$ cat config.mk
export PLATFORM = sky130hd
export DESIGN_NAME = operand_capture_seq
export DESIGN_NICKNAME = d
export VERILOG_FILES = /design/src/rtl/operand_capture_seq.sv
export SDC_FILE = /design/constraint.sdc
export NUM_CORES = 1
export LEC_CHECK = 0
export BUFFER_PORTS_ARGS = -buffer_cell sky130_fd_sc_hd__buf_2
export CAP_MARGIN = 40
export CORE_AREA = 2 2 55 57
export CTS_BUF_LIST = sky130_fd_sc_hd__clkbuf_2
export DETAILED_ROUTE_END_ITERATION = 10
export DIE_AREA = 0 0 57 59
export HOLD_SLACK_MARGIN = 0.15
export PLACE_DENSITY_LB_ADDON = 0.25
export SLEW_MARGIN = 40
export SYNTH_ARGS = -nofsm -noshare
export SYNTH_HDL_FRONTEND = slang
export SYNTH_SLANG_ARGS = --single-unit
$ cat constraint.sdc
create_clock -name clk -period 2 [get_ports clk]
set_clock_uncertainty 0.15 [all_clocks]
set_input_delay 0.1 -clock clk [delete_from_list [all_inputs] [get_ports clk]]
set_output_delay 0.1 -clock clk [all_outputs]
set_load 0.02 [all_outputs]
$ cat src/rtl/operand_capture_seq.sv
// operand_capture_seq
//
// Operand-capture sequencer for the calculator datapath. It watches an
// active-low one-hot register-select key bus and, on each fresh key press,
// latches the chosen source register into the next free operand slot. All
// slots are presented packed on one result bus, with a valid flag once every
// slot has been filled.
//
// Parameters:
//   DW        width of each source register and each operand slot
//   NREG      number of selectable sources (bit i of sel_n selects source i)
//   NOPS      number of operand slots (>= 1)
//   FULL_MODE press while full: 0 = ignore until clear, 1 = restart at slot 0
//
// Ports:
//   clk       system clock, rising edge
//   rst_n     synchronous active-low reset
//   src_flat  source registers, source i at bits [i*DW +: DW]
//   sel_n     active-low one-hot select keys, all ones = idle
//   clear     synchronous clear of slots and sequencer, active high
//   res       packed slots, slot 0 in the MSBs, slot NOPS-1 in the LSBs
//   op_valid  high while all NOPS slots hold captured values
//   slot_idx  index of the next slot to be written (NOPS when full)
//   err       one-cycle pulse on an invalid (multi-key) select pattern

module operand_capture_seq #(
    parameter int DW        = 8,
    parameter int NREG      = 5,
    parameter int NOPS      = 2,
    parameter int FULL_MODE = 0
) (
    input  logic                          clk,
    input  logic                          rst_n,
    input  logic [NREG*DW-1:0]            src_flat,
    input  logic [NREG-1:0]               sel_n,
    input  logic                          clear,
    output logic [NOPS*DW-1:0]            res,
    output logic                          op_valid,
    output logic [$clog2(NOPS+1)-1:0]     slot_idx,
    output logic                          err
);

    localparam int IW = $clog2(NOPS + 1);

    typedef enum logic {
        FILL,
        FULL
    } state_t;

    state_t          state;
    state_t          state_next;
    logic [IW-1:0]   idx_next;
    logic [NREG-1:0] sel_prev;
    logic [NREG-1:0] keys_low;
    logic            prev_idle;
    logic            one_low;
    logic            multi_low;
    logic            press;
    logic            bad;
    logic            wr_en;
    logic            restart;
    logic [DW-1:0]   sel_val;
    logic [DW-1:0]   slots [NOPS];

    // A press or an error is only recognised on the transition out of idle,
    // so a held key (or a key change while another is held) does nothing.
    assign keys_low  = ~sel_n;
    assign prev_idle = &sel_prev;
    assign one_low   = (keys_low != '0) && ((keys_low & (keys_low - NREG'(1))) == '0);
    assign multi_low = (keys_low != '0) && !one_low;
    assign press     = prev_idle && one_low;
    assign bad       = prev_idle && multi_low;

    // With a single key low this OR-reduction picks exactly that source.
    always_comb begin
        sel_val = '0;
        for (int i = 0; i < NREG; i++) begin
            if (!sel_n[i]) begin
                sel_val = sel_val | src_flat[i*DW +: DW];
            end
        end
    end

    always_ff @(posedge clk) begin
        if (!rst_n) begin
            state    <= FILL;
            slot_idx <= '0;
            sel_prev <= '1;
            err      <= 1'b0;
        end else begin
            state    <= state_next;
            slot_idx <= idx_next;
            sel_prev <= sel_n;
            err      <= bad;
        end
    end

    // Clear has priority over a simultaneous press; the press is discarded.
    always_comb begin
        state_next = state;
        idx_next   = slot_idx;
        wr_en      = 1'b0;
        restart    = 1'b0;
        if (clear) begin
            state_next = FILL;
            idx_next   = '0;
        end else if (press) begin
            unique case (state)
                FILL: begin
                    wr_en    = 1'b1;
                    idx_next = slot_idx + IW'(1);
                    if (slot_idx == IW'(NOPS - 1)) begin
                        state_next = FULL;
                    end
                end
                FULL: begin
                    if (FULL_MODE != 0) begin
                        restart = 1'b1;
                        if (NOPS == 1) begin
                            idx_next   = IW'(NOPS);
                            state_next = FULL;
                        end else begin
                            idx_next   = IW'(1);
                            state_next = FILL;
                        end
                    end
                end
                default: ;
            endcase
        end
    end

    // Slot storage. A restart writes slot 0 and wipes the rest so a partly
    // refilled operand set never shows stale values.
    always_ff @(posedge clk) begin
        if (!rst_n || clear) begin
            for (int k = 0; k < NOPS; k++) begin
                slots[k] <= '0;
            end
        end else if (wr_en) begin
            for (int k = 0; k < NOPS; k++) begin
                if (slot_idx == IW'(k)) begin
                    slots[k] <= sel_val;
                end
            end
        end else if (restart) begin
            slots[0] <= sel_val;
            for (int k = 1; k < NOPS; k++) begin
                slots[k] <= '0;
            end
        end
    end

    always_comb begin
        res = '0;
        for (int k = 0; k < NOPS; k++) begin
            res[(NOPS-1-k)*DW +: DW] = slots[k];
        end
    end

    assign op_valid = (state == FULL);

endmodule

== After elaboration in Yosys (flattened, before gate mapping) ==
Memory sizes are Yosys's and may differ from the RTL's.
Cells that the tools add are included.
Cells by class
  $add $sub $neg: 2
  equal/unequal tests: 1
  muxes and demuxes: 21
  bitwise gates (word level): 10
  reduce and logical (&&, ||, !) cells: 13
Operators by type and width (number)
  8-bit two-way mux: 7
  8-bit OR: 4
  1-bit two-way mux: 14
  5-bit bitwise AND: 1
  5-bit zero test: 1
  5-bit inverter: 1
  5-bit AND reduction: 1
  5-bit nonzero test: 1
  5-bit by 1-bit subtractor with 5-bit output (second input constant): 1
  1-bit logical AND: 4
  2-bit by 1-bit adder with 2-bit output (second input constant): 1
  2-bit by 1-bit equality test with 1-bit output (second input constant): 1
  1-bit zero test: 2
  2-bit zero test: 1
  1-bit inverter: 2
  1-bit OR: 2
  2-bit AND reduction: 1
  2-bit OR reduction: 1
  1-bit logical OR: 1
Storage, ports and cells
  register bits: 9
  bits in writable memories: 16
  input port bits: 48
  output and inout bits: 20
  word-level logic and storage cells: 52
  memories kept: 1
Memory list
  slots: depth 2, bits a word 8, rd ports 2, clocked after memory_dff 0, wr ports 2, line 63  | logic [DW-1:0] slots [NOPS];

== Longest topological paths before layout ==
  depth in word-level cells: 12
  depth in mapped cells: 5
  mapped depth without buffers: 4

== Worst setup path after synthesis ==
OpenSTA, ideal clock, no wires.
  kind: reg2reg
  start: register sel_prev[3]
  end: memory slots[1][2] (netlist: slots[0][10]) (enable)
  setup time: 0.326 ns
  arrival time: 1.253 ns
  path slack: 0.271 ns
  cell stages (with the launch flop): 5
  path buffers: 0
  period minus slack after synthesis: 1.729 ns
  cells stage by stage: dfxtp_1 > nand3_1 > a2111oi_4 > and2_4 > a21o_1
RTL lines
  from (decl): line 53  | logic [NREG-1:0] sel_prev;
  from (signal assigned): line 93  | sel_prev <= sel_n;
  to (decl): line 63

==> results.py <==
metrics = {
    "timing": {
        "fmax_ghz": 0.5181,
        "setup_slack_ps": 69.95,
        "slew-limit-headroom": 0.7384,
        "hold_violations": 0,
        "rsz0062_at_grt": "no",
        "drv_slew": 0,
        "setup_violations": 0,
        "period_share": 0.9650,
        "tightest_slew_ps": 392.5,
        "fin_crit_ps": 1930,
        "fin_setup_tns_ps": 0,
    },
    "cts": {
        "clk_pin_slew_ps": 200,
        "clockRootBuffer": "clkbuf_2",
        "clock-sinks": 25,
        "cts_tree": "yes",
        "cts-buffers-inserted": 3,
        "ctsHtreeMaxLevel": 1,
        "post-cts-setup-buffer-count": 0,
        "clock_latency_ps": 360,
        "clockBufferDepth": 2,
    },
    "synthesis": {
        "synth-seq-area-share": 0.5671,
        "synthCells": 95,
        "syn-num-nets": 145,
        "ys_ff_latch": 25,
        "synthesis.area_sq_um": 1165,
        "yosys_warnings": 0,
        "synth_cell_types": 25,
        "avgSynthCellArea_sq_um": 12.26,
    },
    "layout": {
        "finish.net_count": 266,
        "diodes": 0,
        "syn_to_final_growth_pct": 77.12,
        "final_area_sq_um": 2063,
        "drive_gt1_frac": 0.3814,
        "fin_util": 0.7613,
    },
    "floorplanning": {
        "die_w_um": 57,
        "rows": 19,
        "io-pin-count": 68,
        "die_y_um": 59,
        "core-area_sq_um": 2710,
        "die_area_sq_um": 3363,
        "start_util": 0.4298,
    },
    "global_routing": {
        "track_usage": 0.2500,
        "grt_pass1_vias": 1409,
        "grt_pass1_wl_um": 6327,
        "grt_max_degree": 15,
        "grt_overflow": 0,
        "antenna_found_initial": 0,
    },
    "status": {
        "status": "complete, no violations",
    },
    "route": {
        "ant_nets": 0,
        "firstDrtPassIters": 4,
        "wl_per_cell_um": 16.46,
        "drc": 0,
        "drt_iter0_markers": 123,
        "route.vias.total": 1301,
        "routed_via_density": 5.289,
        "routed_wl_um": 4049,
    },
    "place": {
        "post-dp-hpwl_um": 2479,
        "place_area_sq_um": 1554,
        "pre_cts_slack_ps": 149.8,
        "port_buffers": 67,
        "routabilityCongestion": 0.7717,
    },
    "run": {
        "max-cap-violations": 0,
    },
    "critical_path": {
        "required_ps": 2030,
        "worstPathMaxFanout": 8,
        "cp-start-kind": "input pin",
        "end_kind": "flop",
        "path_class": "input pin to flop",
        "cp_data_arrival_time_ps": 1960,
    },
    "power": {
        "p_per_area_nw_per_um2": 501.2,
        "vdd_ir_drop_max_v": 0.0003950,
        "leakage_nw": 0.9282,
    },
    "hold_path": {
        "hold_path_class": "input pin to flop",
    },
}
layout make-up:
type / count / area (sq um)
timing repair buffer: 118 / 838.3
sequential: 25 / 660.6
fill: 198 / 646.9
multi-input combinational: 63 / 486.7
tap: 31 / 38.79
inverter: 5 / 18.77
clock buffer: 3 / 15.01
clock inverter: 1 / 5.005
metal layers:
| layer | GRT usage | vias up | part of all wire |
|---|---|---|---|
| li1 | - | 608 | - |
| met1 | 0.2681 | 600 | 0.37 |
| met2 | 0.4910 | 82 | 0.53 |
| met3 | 0.02620 | 11 | 0.073 |
| met4 | 0.1130 | 0 | 0.026 |
| met5 | 0 | - | 0 |
power by group:
group | internal, mW | switching [mW]
logic | 0.143 | 0.118
registers | 0.570 | 0.00692
clock network | 0.0453 | 0.150
total | 0.759 | 0.275
worst paths after layout:
| path | startpoint | depth (start not counted) | endpoint | slack (ps) |
|---|---|---|---|---|
| max | sel_n[0] | 7 | slots[0][1] | 70 |
| min | sel_n[1] | 5 | err | 180 |
| max reg2reg | sel_prev[3] | 5 | slots[0][1] | 180 |
| min reg2reg | slot_idx[1] | 2 | slot_idx[1] | 340 |
what timing repair did:
item	CTS	global route
resized for setup	0	3
hold buffers	48	0
setup endpoints to repair	0	18
endpoints found under the hold margin	25	0
cell usage after synthesis:
cell       number  area, sq um
a31o_2          1        8.760
nor2_1          2        7.510
and2_4          1        8.760
a31oi_1         9        56.30
a211oi_1        1        7.510
mux2i_1         1        10.01
o2111ai_4       1        26.28
a2111oi_4       1        27.53
ha_1            2        25.02
dfxtp_1         9        180.2
and4_4          1        11.26
clkbuf_1        2        7.510
maj3_1          1        10.01
edfxtp_1       16        480.5
nand3_1         1        5.000
a21o_1          2        15.01
o21ai_0         1        5.000
nand2b_1       19        118.9
clkinv_1        3        11.26
nand2_1         8        30.03
o2111a_1        1        11.26
nand4_1         1        6.260
inv_1           2        7.510
and2b_1         1        7.510
a222oi_1        8        80.08
kinds of logic (layout without fill, tap and decap cells):
logic type               Yosys count  after routing  share of synthesized area
AO/OA/AOI/OAI                     25             25                     0.2041
adder cells (fa/ha/maj)            3              3                    0.03007
buffers and inverters              7            127                    0.02256
flip-flops                        25             25                     0.5671
multiplexers                       1              1                   0.008593
AND/OR/NAND/NOR                   34             34                     0.1676
layout by cell type (no fill, tap or decap):
cell type / count
ha_1: 2
dfxtp_1: 9
buf_2: 67
a2111oi_4: 1
o2111ai_4: 1
nand4_1: 1
a31oi_1: 8
dlygate4sd3_1: 48
inv_1: 2
nand2b_1: 19
and4_4: 1
a211oi_1: 1
clkinv_1: 3
nor2_1: 2
a31oi_2: 1
clkinv_2: 1
o2111a_1: 1
a21o_2: 2
buf_4: 3
a31o_2: 1
and2_4: 1
nand2_1: 8
edfxtp_1: 16
o21ai_0: 1
clkbuf_2: 3
mux2i_1: 1
maj3_1: 1
nand3_1: 1
and2b_1: 1
a222oi_1: 8
state kept, by name, indices dropped and copies added, names as in the netlist:
name,flops
slots,16
err,1
op_valid,1
slot_idx,2
sel_prev,5
critical path, stage by stage:
cell	delay [ps]
dlygate4sd3_1	530
buf_2	140
and4_4	190
a2111oi_4	360
buf_4	190
o2111ai_4	190
a31oi_1	260
metrics by stage:
step                      power, mW  std cells  hold slack [ps]
after floorplan              0.6772         95            19.99
after global placement       0.7642        194            192.7
after detailed placement     0.7687        194            191.6
after CTS                     1.024        246            163.4
after global routing          1.078        246            175.2
final                         1.034        246            176.9
Note: power is estimated with default switching activity, not from simulation.
